==> src/rtl/shift_pkg.sv <==
// Shared encodings for the shift engine: command modes and FSM states.
package shift_pkg;

    typedef enum logic [2:0] {
        MODE_LOAD    = 3'd0,
        MODE_SHL     = 3'd1,
        MODE_SHR     = 3'd2,
        MODE_ROL     = 3'd3,
        MODE_ROR     = 3'd4,
        MODE_JOHNSON = 3'd5,
        MODE_THERMO  = 3'd6,
        MODE_CLEAR   = 3'd7
    } mode_e;

    typedef enum logic [1:0] {
        ST_IDLE = 2'd0,
        ST_RUN  = 2'd1,
        ST_DONE = 2'd2
    } state_e;

endpackage

==> src/rtl/shift_step.sv <==
// Single-step next-state function of the shift register for every mode.
module shift_step import shift_pkg::*; #(
    parameter int WIDTH = 8
) (
    input  logic [WIDTH-1:0] q,
    input  mode_e            mode,
    input  logic             ser_in,
    output logic [WIDTH-1:0] q_next,
    output logic             out_bit
);

    // One step of the selected mode; LOAD is not a step mode and holds q.
    always_comb begin
        q_next  = q;
        out_bit = 1'b0;
        case (mode)
            MODE_SHL: begin
                q_next  = {q[WIDTH-2:0], ser_in};
                out_bit = q[WIDTH-1];
            end
            MODE_SHR: begin
                q_next  = {ser_in, q[WIDTH-1:1]};
                out_bit = q[0];
            end
            MODE_ROL: begin
                q_next  = {q[WIDTH-2:0], q[WIDTH-1]};
                out_bit = q[WIDTH-1];
            end
            MODE_ROR: begin
                q_next  = {q[0], q[WIDTH-1:1]};
                out_bit = q[0];
            end
            MODE_JOHNSON: begin
                q_next  = {q[WIDTH-2:0], ~q[WIDTH-1]};
                out_bit = q[WIDTH-1];
            end
            MODE_THERMO: begin
                q_next  = {q[WIDTH-2:0], 1'b1};
                out_bit = q[WIDTH-1];
            end
            MODE_CLEAR: begin
                q_next  = '0;
                out_bit = 1'b0;
            end
            default: begin
                q_next  = q;
                out_bit = 1'b0;
            end
        endcase
    end

endmodule

==> src/rtl/shift_engine.sv <==
// Command-driven WIDTH-bit shift register with multi-step counts; all state
// moves on the falling clock edge.
module shift_engine import shift_pkg::*; #(
    parameter  int WIDTH = 8,
    localparam int CNT_W = $clog2(WIDTH) + 1
) (
    input  logic             clk,
    input  logic             reset,
    input  logic             cmd_valid,
    output logic             cmd_ready,
    input  logic [2:0]       cmd_mode,
    input  logic [CNT_W-1:0] cmd_amt,
    input  logic [WIDTH-1:0] load_data,
    input  logic             ser_in,
    output logic [WIDTH-1:0] q,
    output logic             ser_out,
    output logic             busy,
    output logic             done
);

    localparam logic [CNT_W-1:0] CNT_ONE = CNT_W'(1);

    state_e           state_r;
    mode_e            mode_r;
    logic [CNT_W-1:0] remaining_r;
    logic [WIDTH-1:0] q_r;
    logic             ser_out_r;
    logic [WIDTH-1:0] step_q_s;
    logic             step_bit_s;
    mode_e            cmd_mode_s;

    assign cmd_mode_s = mode_e'(cmd_mode);

    shift_step #(.WIDTH(WIDTH)) u_step (
        .q       (q_r),
        .mode    (mode_r),
        .ser_in  (ser_in),
        .q_next  (step_q_s),
        .out_bit (step_bit_s)
    );

    // Control FSM, step counter, mode latch and datapath registers.
    always_ff @(negedge clk or posedge reset) begin
        if (reset) begin
            state_r     <= ST_IDLE;
            mode_r      <= MODE_LOAD;
            remaining_r <= '0;
            q_r         <= '0;
            ser_out_r   <= 1'b0;
        end else begin
            case (state_r)
                ST_IDLE: begin
                    if (cmd_valid) begin
                        mode_r <= cmd_mode_s;
                        case (cmd_mode_s)
                            MODE_LOAD: begin
                                q_r         <= load_data;
                                ser_out_r   <= 1'b0;
                                remaining_r <= '0;
                                state_r     <= ST_DONE;
                            end
                            MODE_CLEAR: begin
                                q_r         <= '0;
                                ser_out_r   <= 1'b0;
                                remaining_r <= '0;
                                state_r     <= ST_DONE;
                            end
                            default: begin
                                remaining_r <= cmd_amt;
                                state_r     <= (cmd_amt == '0) ? ST_DONE : ST_RUN;
                            end
                        endcase
                    end else begin
                        state_r <= ST_IDLE;
                    end
                end
                ST_RUN: begin
                    q_r         <= step_q_s;
                    ser_out_r   <= step_bit_s;
                    remaining_r <= remaining_r - CNT_ONE;
                    // Leave RUN on the edge that performs the final step.
                    state_r     <= (remaining_r == CNT_ONE) ? ST_DONE : ST_RUN;
                end
                ST_DONE: begin
                    state_r <= ST_IDLE;
                end
                default: begin
                    state_r <= ST_IDLE;
                end
            endcase
        end
    end

    assign q         = q_r;
    assign ser_out   = ser_out_r;
    assign cmd_ready = (state_r == ST_IDLE);
    assign busy      = (state_r == ST_RUN);
    assign done      = (state_r == ST_DONE);

endmodule

==> config.mk <==
export PLATFORM = sky130hd
export DESIGN_NAME = shift_engine
export DESIGN_NICKNAME = d
export VERILOG_FILES = /design/src/rtl/shift_pkg.sv /design/src/rtl/shift_step.sv /design/src/rtl/shift_engine.sv
export SDC_FILE = /design/constraint.sdc
export NUM_CORES = 1
export LEC_CHECK = 0
export ABC_AREA = 1
export CAP_MARGIN = 10
export CORE_ASPECT_RATIO = 2
export CORE_MARGIN = 8
export CORE_UTILIZATION = 46
export CTS_BUF_LIST = sky130_fd_sc_hd__clkbuf_8
export DETAILED_ROUTE_END_ITERATION = 6
export GPL_TIMING_DRIVEN = 0
export HOLD_SLACK_MARGIN = 0.05
export PLACE_DENSITY = 0.79
export SYNTH_ARGS = -nofsm -noshare
export SYNTH_HDL_FRONTEND = slang
export SYNTH_SLANG_ARGS = --single-unit
==> constraint.sdc <==
create_clock -name clk -period 1.3 [get_ports clk]
set_input_delay 0.195 -clock clk [delete_from_list [all_inputs] [get_ports clk]]
set_output_delay 0.195 -clock clk [all_outputs]
set_load 0.02 [all_outputs]
# Yosys cells after proc, flatten, opt, wreduce, memory -nomap -nowiden
# Index checks and enable logic that the tools add are counted.
# op_classes
n_addsub	1
n_eq_ne	15
n_mux	16
bitwise_logic	1
n_reduce_logical	11
# op_table
cell	count
8-bit one-hot mux with 7 select lines	1
8-bit one-hot mux with 2 select lines	2
3-bit equality test (second input constant)	5
2-bit 2-to-1 mux	4
4-bit 2-to-1 mux	2
8-bit 2-to-1 mux	1
8-bit by 1-bit != test with 1-bit output (second input constant)	1
4-bit one-hot mux with 2 select lines	1
3-bit by 2-bit equality test with 1-bit output (second input constant)	2
4-bit by 1-bit equality test with 1-bit output (second input constant)	1
4-bit logical NOT	1
2-bit != test (second input constant)	2
1-bit one-hot mux with 2 select lines	2
2-bit one-hot mux with 2 select lines	1
2-bit AND reduction	2
4-bit AND reduction	1
2-bit OR reduction	2
4-bit OR reduction	1
4-bit by 1-bit subtractor with 4-bit output (second input constant)	1
3-bit by 1-bit equality test with 1-bit output (second input constant)	1
3-bit logical NOT	1
3-bit by 1-bit != test with 1-bit output (second input constant)	1
3-bit AND reduction	1
2-bit by 1-bit equality test with 1-bit output (second input constant)	1
5 further kinds	6
# totals
register_bits	18
in_bits	19
out_inout_bits	12
word_cells	49

# Longest topological paths before layout
# logic_depth
word_depth	5
depth_mapped	9

# Cells and area by module
# Synthesis repeated with hierarchy kept, for this count alone.
# unflattened
hier_cells	276
hier_area_um2	1624.1
# by_module_without_submodules
mod	instances	cells_per_inst	area_each_um2	seq_area_each_um2
shift_engine	1	147	1019.7	450.4
shift_step	1	129	604.3	0.0

==> results.sh <==
export IMPL_status="finished with violations"
export IMPL_violations="setup timing"
export IMPL_area_delta_synth_final_pct=58.8
export IMPL_synth_most_common_cell="nand2_1"
export IMPL_htreeDepth=1
export IMPL_worst_pin_slew_ns=0.416
export IMPL_hold_class="reg -> reg"
export IMPL_worstSetupPathType="reg -> out"
export IMPL_placed_area_mm2=0.00160
export IMPL_finalWirelength_mm=4.06
export IMPL_end_kind="output port"
export IMPL_detail_route_wl_per_cell_um=14.9
export IMPL_drive_above_1_share_pct=35.2
export IMPL_antenna_found_initial=0
export IMPL_yosys_area_top_type_share_pct=36.5
export IMPL_cts_buffer_depth=2
export IMPL_fp_row_count=26
export IMPL_synth_edf_count=0
export IMPL_root_buffer="clkbuf_8"
export IMPL_yosysTopAreaCell="dfrtn_1"
export IMPL_die_y_um=89.2
export IMPL_seq_area_frac_synth_pct=36.5
export IMPL_syn_nets=205
export IMPL_routabilityCongestion=0.879
export IMPL_peakVddDrop_uv=1950
export IMPL_yosysWarnings=0
export IMPL_finalSetupViolations=28
export IMPL_fillCellCount=191
export IMPL_r2r_slack_ns=-0.22
export IMPL_dieWidth_um=52.6
export IMPL_via_per_inst=5.34
export IMPL_synth_flop_cell="dfrtn_1"
export IMPL_critPathRequiredTime_ns=1.11
export IMPL_dr_pass1_iters=4
export IMPL_detail_route_iter0_violations=34
export IMPL_dieArea_mm2=0.00469
export IMPL_final_nets=267
export IMPL_crit_path_start_kind="flop"
export IMPL_grt_max_degree=19
export IMPL_synth_area_leaders="dfrtn_1 (37%), nand2_1 (20%), a21oi_1 (6.5%), o21ai_0 (6.1%), inv_1 (5.8%)"
export IMPL_start_util_pct=48.6
export IMPL_clock_skew_ns=0.00292
export IMPL_vias=1453
export IMPL_antenna_left=0
export IMPL_clock_latency_ns=0.27
export IMPL_synthDistinctLibCells=24
export IMPL_fin_util_pct=77.1
export IMPL_clock_sinks=18
export IMPL_core_area_mm2=0.00254
export IMPL_hold_viol_final=0
export IMPL_grt_pass1_wl_mm=6.66
export IMPL_hpwl_mm=2.63
export IMPL_dp_slack_ns=-1.06
export IMPL_report_final_slew_viol_count=0
export IMPL_powerDensity_mw_per_mm2=2740
export IMPL_cts_clk_slew_worst_paths_ns=0.05
export IMPL_synthCells=184
export IMPL_ioPinCount=31
export IMPL_ys_ff_latch=18
export IMPL_path_max_fanout=3
export IMPL_cp_arrival_ns=1.81
export IMPL_yosys_top_cells_count="nand2_1 (67), inv_1 (19), dfrtn_1 (18)"
export IMPL_cts_made_buffers=3
export IMPL_grt_pass1_vias=1535
export IMPL_grt_usage_pct=18.2
export IMPL_syn_area_mm2=0.00123
export IMPL_slew_headroom_pct=72.2
export IMPL_final_area_mm2=0.00196
export IMPL_synth_async_reset_ratio_pct=100
export IMPL_cts_tree="yes"
export IMPL_dp_cells=242
export IMPL_antennaDiodeCount=0
export IMPL_grt_overflow=0
export IMPL_port_buffers=30
export IMPL_syn_area_per_cell_um2=6.70
export IMPL_power_total_mw=5.36
export IMPL_rsz0062_at_grt="true"
export IMPL_final_cells=272
export IMPL_layout_setup_ws_ns=-0.703
export IMPL_leakagePower_nw=1.02
export IMPL_drc=0
export IMPL_maxCapViolations=0
## layout make-up
class | count | area (um2) | area share [%]
Multi-Input combinational cell | 141 | 771 | 39.4
Timing Repair Buffer | 57 | 522 | 26.7
Sequential cell | 18 | 450 | 23.0
Inverter | 21 | 95.1 | 4.86
Buffer | 4 | 42.5 | 2.17
Clock buffer | 3 | 41.3 | 2.11
Tap cell | 28 | 35.0 | 1.79
## kinds of logic (layout without fill, tap and decap cells)
family	Yosys count	in the layout	synth area share (%)
flops	18	18	36.5
compound gates	32	32	13.1
simple gates	106	106	38.7
fa+ha+maj	2	2	2.03
xor+xnor	1	1	0.711
buf+inv	25	85	8.93
## path summary, 6_finish.rpt
| check | from | endpoint | cells past startpoint |
|---|---|---|---|
| worst max-delay path | state_r[0] | done | 3 |
| min in group asynchronous | reset | q[3] | 2 |
| worst max register to register | state_r[0] | q[4] | 10 |
| max in group asynchronous | reset | q[5] | 2 |
| worst min register to register | ser_out | ser_out | 2 |
| worst min-delay path | ser_out | ser_out | 2 |
## state kept, by name, indices dropped and copies added, names as in the netlist
name         flops
mode_r           3
q                8
remaining_r      4
ser_out          1
state_r          2
## power by group
part,total [mW],leakage [nW],internal (mW),switching (mW)
Combinational,3.86,0.780,1.75,2.11
Sequential,1.11,0.219,0.867,0.240
Clock,0.394,0.0216,0.206,0.188
## per-layer routing
layer	wire (um)	track usage, %
met1	1390	16.3
met2	2420	36.8
met3	140	2.83
met4	114	7.58
met5	0	0
## timing repair
| action | 4_1_cts | 5_1_grt |
|---|---|---|
| gates cloned | 1 | 0 |
| buffers inserted | 20 | 6 |
| pin swaps | 22 | 4 |
| endpoints found under the setup margin | 48 | 30 |
| gates resized for setup | 140 | 5 |
| hold buffers | 0 | 0 |
## cell usage in the layout (no fill, tap or decap), types with 2 or more instances in the layout
master,netlist,layout
nand2_1,67,64
buf_4,1,24
buf_6,1,21
dfrtn_1,18,18
nor2_1,15,14
inv_1,19,13
a21oi_1,16,13
nand3_1,12,8
o21ai_1,0,8
o21ai_0,15,6
dlygate4sd2_1,0,6
clkdlybuf4s50_1,0,5
nand3_4,1,4
nand2_4,2,4
nor2_2,3,4
inv_2,1,3
a21oi_2,0,3
inv_4,1,3
nand3_2,2,3
clkbuf_8,0,3
buf_8,0,2
buf_2,1,2
## worst max-delay path, stage by stage (launching register included)
cell,delay [ns]
dfrtn_1,0.39
buf_4,0.18
nor2_1,0.15
buf_4,0.17
## through the flow
stage          hold slack, ns  setup TNS [ns]
3_5_place_dp            0.459          -30.68
2_1_floorplan           0.469           -4.09
6_report                0.498           -7.53
3_3_place_gp            0.451          -29.46
5_1_grt                 0.525           -8.50
4_1_cts                 0.486           -6.47
Note: power is estimated with default switching activity, not from simulation.
